File: src/rtl/wb_merge.sv
`default_nettype none
// ============================================================================
// Module   : wb_merge
// Purpose  : Register-file write-port merge of main writeback and FPU results,
//            with a pending FIFO, kill-on-younger-write and hazard lookup.
//            Optional macro WB_TRACE_EN adds a simulation write/kill trace.
// Revision : 1.0 - initial release
// ============================================================================
module wb_merge #(
  parameter int PC_LEN = 17,
  parameter int DEPTH  = 4
) (
  input  logic              clk,
  input  logic              rst,
  input  logic              RegWriteW,
  input  logic [5:0]        RdW,
  input  logic [31:0]       ResultW,
  input  logic [PC_LEN-3:0] PCW,
  input  logic              RegWrite_fpu,
  input  logic [5:0]        RdW_fpu,
  input  logic [31:0]       ResultW_fpu,
  input  logic [PC_LEN-3:0] PCW_fpu,
  input  logic [5:0]        rs1_q,
  input  logic [5:0]        rs2_q,
  output logic              rf_we,
  output logic [5:0]        rf_rd,
  output logic [31:0]       rf_wd,
  output logic [PC_LEN-3:0] rf_pc,
  output logic              pend_hit1,
  output logic              pend_hit2,
  output logic              fpu_full,
  output logic              overflow
);

  localparam int c_AW = (DEPTH > 1) ? $clog2(DEPTH) : 1;
  localparam int c_CW = c_AW + 1;
  localparam logic [c_CW-1:0] c_DEPTH   = c_CW'(DEPTH);
  localparam logic [c_CW-1:0] c_FULL_TH = c_CW'(DEPTH - 1);

  logic [5:0]        r_q_rd [DEPTH];
  logic [31:0]       r_q_wd [DEPTH];
  logic [PC_LEN-3:0] r_q_pc [DEPTH];
  logic [DEPTH-1:0]  r_live;
  logic [c_AW-1:0]   r_head;
  logic [c_AW-1:0]   r_tail;
  logic [c_CW-1:0]   r_count;
  logic              r_overflow;
  logic              r_rf_we;
  logic [5:0]        r_rf_rd;
  logic [31:0]       r_rf_wd;
  logic [PC_LEN-3:0] r_rf_pc;

  logic              w_m_v;
  logic              w_f_v;
  logic              w_f_surv;
  logic              w_empty;
  logic              w_full_q;
  logic              w_pop;
  logic              w_direct;
  logic              w_push;
  logic              w_do_push;
  logic              w_drop;
  logic [DEPTH-1:0]  w_kill;
  logic [DEPTH-1:0]  w_hit1;
  logic [DEPTH-1:0]  w_hit2;
  logic [DEPTH-1:0]  w_pop_mask;
  logic [DEPTH-1:0]  w_push_mask;
  logic              w_nx_we;
  logic [5:0]        w_nx_rd;
  logic [31:0]       w_nx_wd;
  logic [PC_LEN-3:0] w_nx_pc;

  assign w_m_v    = RegWriteW & (RdW != 6'd0);
  assign w_f_v    = RegWrite_fpu & (RdW_fpu != 6'd0);
  // An FPU result targeting the same Rd as the concurrent main write is already stale
  assign w_f_surv = w_f_v & ~(w_m_v & (RdW_fpu == RdW));
  assign w_empty  = (r_count == '0);
  assign w_full_q = (r_count == c_DEPTH);

  genvar gi;
  generate
    for (gi = 0; gi < DEPTH; gi++) begin : g_entry
      assign w_kill[gi] = w_m_v & r_live[gi] & (r_q_rd[gi] == RdW);
      assign w_hit1[gi] = r_live[gi] & (r_q_rd[gi] == rs1_q);
      assign w_hit2[gi] = r_live[gi] & (r_q_rd[gi] == rs2_q);
    end
  endgenerate

  assign pend_hit1 = (rs1_q != 6'd0) & ((|w_hit1) | (w_f_v & (RdW_fpu == rs1_q)));
  assign pend_hit2 = (rs2_q != 6'd0) & ((|w_hit2) | (w_f_v & (RdW_fpu == rs2_q)));

  always_comb begin
    w_nx_we  = 1'b0;
    w_nx_rd  = '0;
    w_nx_wd  = '0;
    w_nx_pc  = '0;
    w_pop    = 1'b0;
    w_direct = 1'b0;
    if (w_m_v) begin
      w_nx_we = 1'b1;
      w_nx_rd = RdW;
      w_nx_wd = ResultW;
      w_nx_pc = PCW;
    end else if (!w_empty) begin
      // Dead heads are popped with no write so the queue keeps moving
      w_pop = 1'b1;
      if (r_live[r_head]) begin
        w_nx_we = 1'b1;
        w_nx_rd = r_q_rd[r_head];
        w_nx_wd = r_q_wd[r_head];
        w_nx_pc = r_q_pc[r_head];
      end
    end else if (w_f_v) begin
      w_direct = 1'b1;
      w_nx_we  = 1'b1;
      w_nx_rd  = RdW_fpu;
      w_nx_wd  = ResultW_fpu;
      w_nx_pc  = PCW_fpu;
    end
  end

  assign w_push      = w_f_surv & ~w_direct;
  assign w_do_push   = w_push & (~w_full_q | w_pop);
  assign w_drop      = w_push & w_full_q & ~w_pop;
  assign w_pop_mask  = w_pop     ? (DEPTH'(1) << r_head) : '0;
  assign w_push_mask = w_do_push ? (DEPTH'(1) << r_tail) : '0;

  always_ff @(posedge clk or posedge rst) begin
    if (rst) begin
      r_live     <= '0;
      r_head     <= '0;
      r_tail     <= '0;
      r_count    <= '0;
      r_overflow <= 1'b0;
      r_rf_we    <= 1'b0;
      r_rf_rd    <= '0;
      r_rf_wd    <= '0;
      r_rf_pc    <= '0;
    end else begin
      r_live <= (r_live & ~w_kill & ~w_pop_mask) | w_push_mask;
      if (w_pop)
        r_head <= r_head + c_AW'(1);
      if (w_do_push)
        r_tail <= r_tail + c_AW'(1);
      case ({w_do_push, w_pop})
        2'b10:   r_count <= r_count + c_CW'(1);
        2'b01:   r_count <= r_count - c_CW'(1);
        default: r_count <= r_count;
      endcase
      if (w_drop)
        r_overflow <= 1'b1;
      r_rf_we <= w_nx_we;
      r_rf_rd <= w_nx_rd;
      r_rf_wd <= w_nx_wd;
      r_rf_pc <= w_nx_pc;
    end
  end

  // Payload storage carries no reset; validity is tracked by count and live bits
  always_ff @(posedge clk) begin
    if (w_do_push) begin
      r_q_rd[r_tail] <= RdW_fpu;
      r_q_wd[r_tail] <= ResultW_fpu;
      r_q_pc[r_tail] <= PCW_fpu;
    end
  end

  assign rf_we    = r_rf_we;
  assign rf_rd    = r_rf_rd;
  assign rf_wd    = r_rf_wd;
  assign rf_pc    = r_rf_pc;
  assign fpu_full = (r_count >= c_FULL_TH);
  assign overflow = r_overflow;

`ifdef WB_TRACE_EN
  always @(posedge clk) begin
    if (!rst) begin
      if (w_nx_we)
        $display("%s%0d <= %h at %h", w_nx_rd[5] ? "f" : "r", w_nx_rd[4:0], w_nx_wd, w_nx_pc);
      for (int i = 0; i < DEPTH; i++)
        if (w_kill[i])
          $display("kill %s%0d at %h", r_q_rd[i][5] ? "f" : "r", r_q_rd[i][4:0], r_q_pc[i]);
    end
  end
`else
`endif

endmodule
`default_nettype wire

File: config.mk
export PLATFORM = sky130hd
export DESIGN_NAME = wb_merge
export DESIGN_NICKNAME = d
export VERILOG_FILES = /design/src/rtl/wb_merge.sv
export SDC_FILE = /design/constraint.sdc
export NUM_CORES = 1
export LEC_CHECK = 0
export BUFFER_PORTS_ARGS = -buffer_cell sky130_fd_sc_hd__buf_2
export CAP_MARGIN = 10
export CORE_MARGIN = 2
export CORE_UTILIZATION = 57
export CTS_CLUSTER_SIZE = 16
export DETAILED_ROUTE_END_ITERATION = 10
export GPL_ROUTABILITY_DRIVEN = 0
export PLACE_DENSITY = 0.85
export SYNTH_ARGS = -nofsm -noshare
export SYNTH_HDL_FRONTEND = slang
export SYNTH_SLANG_ARGS = --single-unit
File: constraint.sdc
create_clock -name clk -period 3.2 [get_ports clk]
set_input_delay 0.16 -clock clk [delete_from_list [all_inputs] [get_ports clk]]
set_output_delay 0.16 -clock clk [all_outputs]
set_load 0.01 [all_outputs]
==> out/metrics.yaml, run 1 <==
finalHoldViolations: 0
combPwrFrac_pct: 34.1
worst_pin_slew_ns: 1.09
critPathCapture: "rf_wd[28]$_DFF_PP0_"
ys_ff_latch: 278
synthArstFlopShare_pct: 23.7
synth_cell_types: 40
fp.dieArea_um2: 22100
routed_via_density: 6.35
clk_latency_ns: 0.55
fin_crit_sh_pct: 94.1
power.share.sequential_pct: 41.4
fin_util_pct: 75.2
rsz0062_at_grt: "no"
timing.rr.end: "rf_wd[28]$_DFF_PP0_"
drcViolationCount: 0
p_int_mw: 8.61
synth_area_per_cell_um2: 16.0
root_buffer: "clkbuf_16"
p_switching_mw: 4.19
startpoint: "RdW_fpu[2]"
synth_nets: 874
cts_max_level: 1
post-place-ws_ns: 0.670
leakagePower_nw: 5.68
die_h_um: 149
nFillCells: 1105
ys.flop_type: "edfxtp_1"
power.density_nw_per_um2: 836
yosysSeqAreaShare_pct: 67.2
grt_antenna_before_repair: 1
grt_usage_pct: 30.6
fin_crit_ns: 3.01
core_um2: 20400
finalSetupViolations: 0
io_pins: 180
synthesis.area_um2: 11900
skew_ns: 0.0274
worstSetupPathType: "input pin to flop"
start_kind: "input pin"
grt_pass1_vias: 8608
whs_ns: 0.0332
fin_nets: 1173
area_growth_syn_to_layout_pct: 28.4
routed_wirelength_mm: 33.6
ys.warnings.count: 0
dpl.cell_count: 1148
worstSetupEndpointType: "flop"
core.rowCount: 52
status: "complete, no violations"
grt_pass1_wl_mm: 51.0
cap_violations: 0
drive_above_1_share_pct: 28.8
die_w_um: 149
path_clk_slew_ns: 0.06
fin_tns_setup_ns: 0
drt-wirelength-per-cell_um: 25.2
drtIter0Drc: 1024
syn_inst: 743
cts_tree: "yes"
layout.cells.non_filler: 1334
arrival_ns: 3.43
synth_edf_count: 212
dr.pass1.iters: 5
rrSetupSlack_ns: 0.21
min_path_type: "input pin to flop"
cts_buffers: 27
dp_hpwl_mm: 17.9
clockPowerShare_pct: 24.5
ir_worst_vdd_mv: 0.546
grt-ovfl-total: 0
io_buffers: 179
num_vias: 8470
max-slew-margin-rel_pct: 27.6
initial_core_util_pct: 58.6
clock_sinks: 278
r2r_start: "r_count[2]$_DFFE_PP0P_"
fmax_mhz: 332
grt_max_degree: 64
clockBufferDepth: 3
cp_data_required_time_ns: 3.62
cp_max_fo: 19
switching_share_pct: 32.8
finalMaxSlewViolations: 0
r2r.worst_path.cells: 6
setup_ws_ns: 0.188
antenna_left: 0
[power groups by stage]
stage               Clock [mW]  Sequential [mW]  Combinational, mW
finish                    3.14             5.30               4.36
global route              3.30             5.35               4.63
CTS                       3.13             5.24               4.25
global placement             0             5.25               3.77
detailed placement           0             5.29               3.88
floorplan                    0             5.28               2.56
[registers in the layout (all words and copies together), names as in the netlist]
name      count
rf_rd         6
r_count       3
r_head        2
r_q_wd      128
r_tail        2
rf_wd        32
r_q_rd       24
overflow      1
r_live        4
rf_we         1
rf_pc        15
r_q_pc       60
[critical path: stages]
cell and delay [ns]:
dlygate4sd3_1 0.53, buf_2 0.19, or4_1 0.62, o31ai_4 0.40, nor2_4 0.22, buf_4 0.27, a32oi_1 0.29, o21ai_1 0.12
dlygate4sd3_1 0.61
[logic make-up after synthesis]
group / synth area share [%]
flops: 67.2
compound gates: 7.31
simple gates: 4.77
xor+xnor: 6.90
buf+inv: 2.34
mux: 10.4
fa+ha+maj: 1.01
[layout by cell type, fill, tap and decap left out, types with 2 or more instances in the layout]
cell type      instances
clkinv_1               6
o22ai_1                2
edfxtp_1             212
and2_2                 4
a21oi_1                3
nor2_1                 6
ha_1                   8
bufinv_16              3
inv_1                  4
dfrtp_1               64
nor4_1                12
nor2_4                 2
xnor2_1               54
mux4_2                54
nor3_1                 5
clkinv_2               7
buf_2                179
buf_4                 15
a31oi_1                5
xor2_1                40
a32o_1                 4
nand4_1               14
clkbuf_16             27
dlygate4sd3_1        134
a32oi_1               50
o21ai_1               50
or4_1                  3
buf_12                 3
clkbuf_1               7
nand2_1               58
nand3_1                9
[worst min path at each step]
stage | startpoint | to | cells past startpoint
floorplan | PCW_fpu[0] | r_q_pc[0][0]$_DFFE_PP_ | 0
global placement | rst | rf_wd[20]$_DFF_PP0_ | 2
detailed placement | rst | rf_wd[20]$_DFF_PP0_ | 2
CTS | RdW[3] | rf_rd[3]$_DFF_PP0_ | 3
global route | RdW_fpu[0] | r_q_rd[1][0]$_DFFE_PP_ | 1
finish | RdW[3] | rf_rd[3]$_DFF_PP0_ | 3
[final cells by class]
cell class                      count  area (um^2)  area share (%)
Antenna cell                        1         2.50          0.0163
Clock buffer                       34          702            4.58
Clock inverter                     16          163            1.06
Inverter                            5         20.0           0.131
Multi-Input combinational cell    399         3660            23.9
Sequential cell                   278         8020            52.4
Tap cell                          270          338            2.21
Timing Repair Buffer              331         2410            15.7
[cells in the mapped netlist, types with 7 or more instances]
cell / count / area [um^2]
dfrtp_1: 66 / 1650
nand3_1: 9 / 45.0
nand2_1: 58 / 218
a32oi_1: 50 / 438
nor4_1: 12 / 75.1
nor2_1: 7 / 26.3
nand4_1: 14 / 87.6
xor2_1: 40 / 350
ha_1: 8 / 100
xnor2_1: 54 / 473
clkbuf_1: 49 / 184
mux4_2: 54 / 1220
o21ai_1: 50 / 250
edfxtp_1: 212 / 6370
[through the flow]
step / cell area [um^2] / power, mW
2_1_floorplan: 11900 / 7.84
3_3_place_gp: 13100 / 9.02
3_5_place_dp: 13100 / 9.17
4_1_cts: 15300 / 12.6
5_1_grt: 15300 / 13.3
6_report: 15300 / 12.8
[timing repair]
item,CTS,global route
hold endpoints to repair,303,0
resized for setup,0,1
setup endpoints to repair,0,6
hold buffers,134,0
setup buffers,0,0
[routing by layer]
| layer | global-route usage [%] | wire length, um | part of all wire (%) |
|---|---|---|---|
| met1 | 40.3 | 12000 | 36 |
| met2 | 52.5 | 17100 | 51 |
| met3 | 4.60 | 3070 | 9.1 |
| met4 | 11.1 | 1360 | 4.1 |
| met5 | 0 | 0 | 0 |
Power figures use the tool's default switching activity.
==> inputs of run 2 (changes only) <==
==> constraint.sdc (replaced) <==
create_clock -name clk -period 2.9 [get_ports clk]
set_input_delay 0.145 -clock clk [delete_from_list [all_inputs] [get_ports clk]]
set_output_delay 0.145 -clock clk [all_outputs]
set_load 0.01 [all_outputs]
==> run 2 against run 1 <==
  * Total power rose by 13%
  * Final cell count decreased by 0.30%
  * Clock power increased by 21%
  * Final area increased by 0.72%
  * Critical path depth down 1
  * Core utilization increased by 0.54 points
  * Count of clock-buffer cells in the layout stayed put
  * Register-to-register slack worse by 0.07 ns
  * Non-clock buffer count fell by 4
  * Wire length rose by 2.2%
  * Clock skew fell by 0.0060 ns
  * Critical endpoint is now rf_pc[14]$_DFF_PP0_
==> out/metrics.yaml, run 2 (synthesized netlist as in run 1, its figures left out) <==
stdcell_area_um2: 15400  # +0.72%
clockPowerShare_pct: 26.2  # +1.7 points
area_growth_syn_to_layout_pct: 29.4
cp_data_required_time_ns: 3.33  # -0.29 ns
core.rowCount: 52  # unchanged
cts_max_level: 1  # unchanged
cts_buffers: 27  # unchanged
io_pins: 180  # unchanged
worst-path-buf-inv: 3  # -1
fin_util_pct: 75.7  # +0.54 points
cap_violations: 0  # unchanged
worstSetupEndpointType: "flop"
skew_ns: 0.0214  # -0.00599 ns
ir_worst_vdd_mv: 0.624  # +14%
post-place-ws_ns: 0.313  # -0.357 ns
met3_usage_pct: 4.97  # +0.37 points
power.density_nw_per_um2: 942  # +13%
drtIter0Drc: 857  # -16%
dr.pass1.iters: 5  # unchanged
clock_sinks: 278  # unchanged
dpl.cell_count: 1149  # +0.087%
nFillCells: 1131  # +2.4%
cpPeakStageDelay_ns: 0.59  # -0.03 ns
worstSetupPathType: "input pin to flop"
clk_latency_ns: 0.56  # about the same
total_power_mw: 14.5  # +13%
clockBufferDepth: 3  # unchanged
arrival_ns: 3.24  # -0.19 ns
num_vias: 8393  # -0.91%
grt_max_degree: 104  # +63%
root_buffer: "clkbuf_16"
place_area_um2: 13100  # +0.44%
dp_hpwl_mm: 18.0  # +0.70%
die_w_um: 149  # unchanged
grt_busiest_layer: "met2"
die_h_um: 149  # unchanged
status: "complete, no violations"
core_um2: 20400  # unchanged
grt_usage_pct: 30.9  # +0.34 points
grt_pass1_wl_mm: 51.1  # +0.18%
leakagePower_nw: 5.72  # +0.70%
drt-wirelength-per-cell_um: 25.8  # +2.6%
grt_pass1_vias: 8660  # +0.60%
worst_pin_slew_ns: 0.856  # -0.229 ns
path_delay_family: "buffers and inverters"
path_clk_slew_ns: 0.07  # about the same
largest_reg_flops: 128  # unchanged
fin_crit_ns: 2.80
antenna_left: 0  # unchanged
max-slew-margin-rel_pct: 42.9  # +15 points
finalSetupViolations: 0  # unchanged
routed_wirelength_mm: 34.3  # +2.2%
cp_max_fo: 18  # -1
power.share.sequential_pct: 40.3  # -1.1 points
fin_tns_setup_ns: 0  # unchanged
regMostFlops: "r_q_wd"
grt-ovfl-total: 0  # unchanged
switching_share_pct: 32.7  # -0.035 points
initial_core_util_pct: 58.6  # unchanged
most-common-layout-cells: "edfxtp_1, buf_2, dlygate4sd3_1, dfrtp_1, nand2_1"
finalHoldViolations: 0  # unchanged
p_int_mw: 9.77  # +14%
finalMaxSlewViolations: 0  # unchanged
fin_nets: 1169  # -0.34%
fmax_mhz: 357
whs_ns: 0.121  # +0.0880 ns
cts_tree: "yes"
start_kind: "input pin"
final_common_cell: "edfxtp_1"
drcViolationCount: 0  # unchanged
rsz0062_at_grt: "no"
grtUsageMet1_pct: 40.2  # -0.13 points
layout.cells.non_filler: 1330  # -0.30%
path_cells: "dlygate4sd3_1 > buf_2 > or4_1 > o31ai_4 > nor2_4 > a32oi_1 > o21ai_1 > dlygate4sd3_1"
routed_via_density: 6.31  # -0.61%
critPathSlowestCell: "or4_1"
io_buffers: 179  # unchanged
fp.dieArea_um2: 22100  # unchanged
setup_ws_ns: 0.0958  # -0.0926 ns
rrSetupSlack_ns: 0.14  # -0.07 ns
drive_above_1_share_pct: 29.9  # +1.1 points
met2_usage_pct: 52.6  # +0.069 points
fin_crit_sh_pct: 96.7
min_path_type: "input pin to async pin"
combPwrFrac_pct: 33.5  # -0.6 points
grt_antenna_before_repair: 1  # unchanged
p_switching_mw: 4.75  # +13%
path_common_cell: "dlygate4sd3_1"
==> run 2: area by class of cell <==
type                            instances  area (um^2)  share of cell area (%)
Antenna cell                            1         2.50                  0.0162
Clock buffer                           34          732                    4.75
Clock inverter                         16          233                    1.51
Inverter                                5         20.0                   0.130
Multi-Input combinational cell        399         3660                    23.7
Sequential cell                       278         8020                    52.0
Tap cell                              270          338                    2.19
Timing Repair Buffer                  327         2410                    15.7
==> run 2: final timing paths <==
check,from,end,cells past startpoint
setup / recovery,RdW_fpu[3],rf_pc[14]$_DFF_PP0_,8
hold / removal,rst,r_tail[1]$_DFFE_PP0P_,3
setup reg to reg,r_head[0]$_DFFE_PP0P_,rf_pc[14]$_DFF_PP0_,5
hold reg to reg,overflow$_DFFE_PP0P_,overflow$_DFFE_PP0P_,1
max in group asynchronous,rst,r_head[1]$_DFFE_PP0P_,4
min in group clk,RegWrite_fpu,overflow$_DFFE_PP0P_,4
==> run 2: worst min-delay path: stages <==
cell,delay [ns]
dlygate4sd3_1,0.53
buf_2,0.13
clkinv_2,0.28
==> run 2: per-layer routing <==
metal	share of wire [%]	up-vias
met5	0	-
met4	4.3	0
met3	8.4	106
met2	51	577
met1	37	4214
li1	-	3496
==> run 2: power groups by stage <==
stage	clock, mW	combinational, mW	sequential [mW]
2_1_floorplan	0	2.82	5.83
5_1_grt	3.99	5.12	5.91
4_1_cts	3.79	4.70	5.79
3_3_place_gp	0	4.26	5.77
3_5_place_dp	0	4.37	5.84
6_report	3.81	4.86	5.86
==> run 2: repair_timing <==
item,in CTS,in global routing
hold buffers,128,0
endpoints found under the hold margin,324,0
setup endpoints to repair,0,6
gates resized for setup,0,2
buffers inserted,0,1
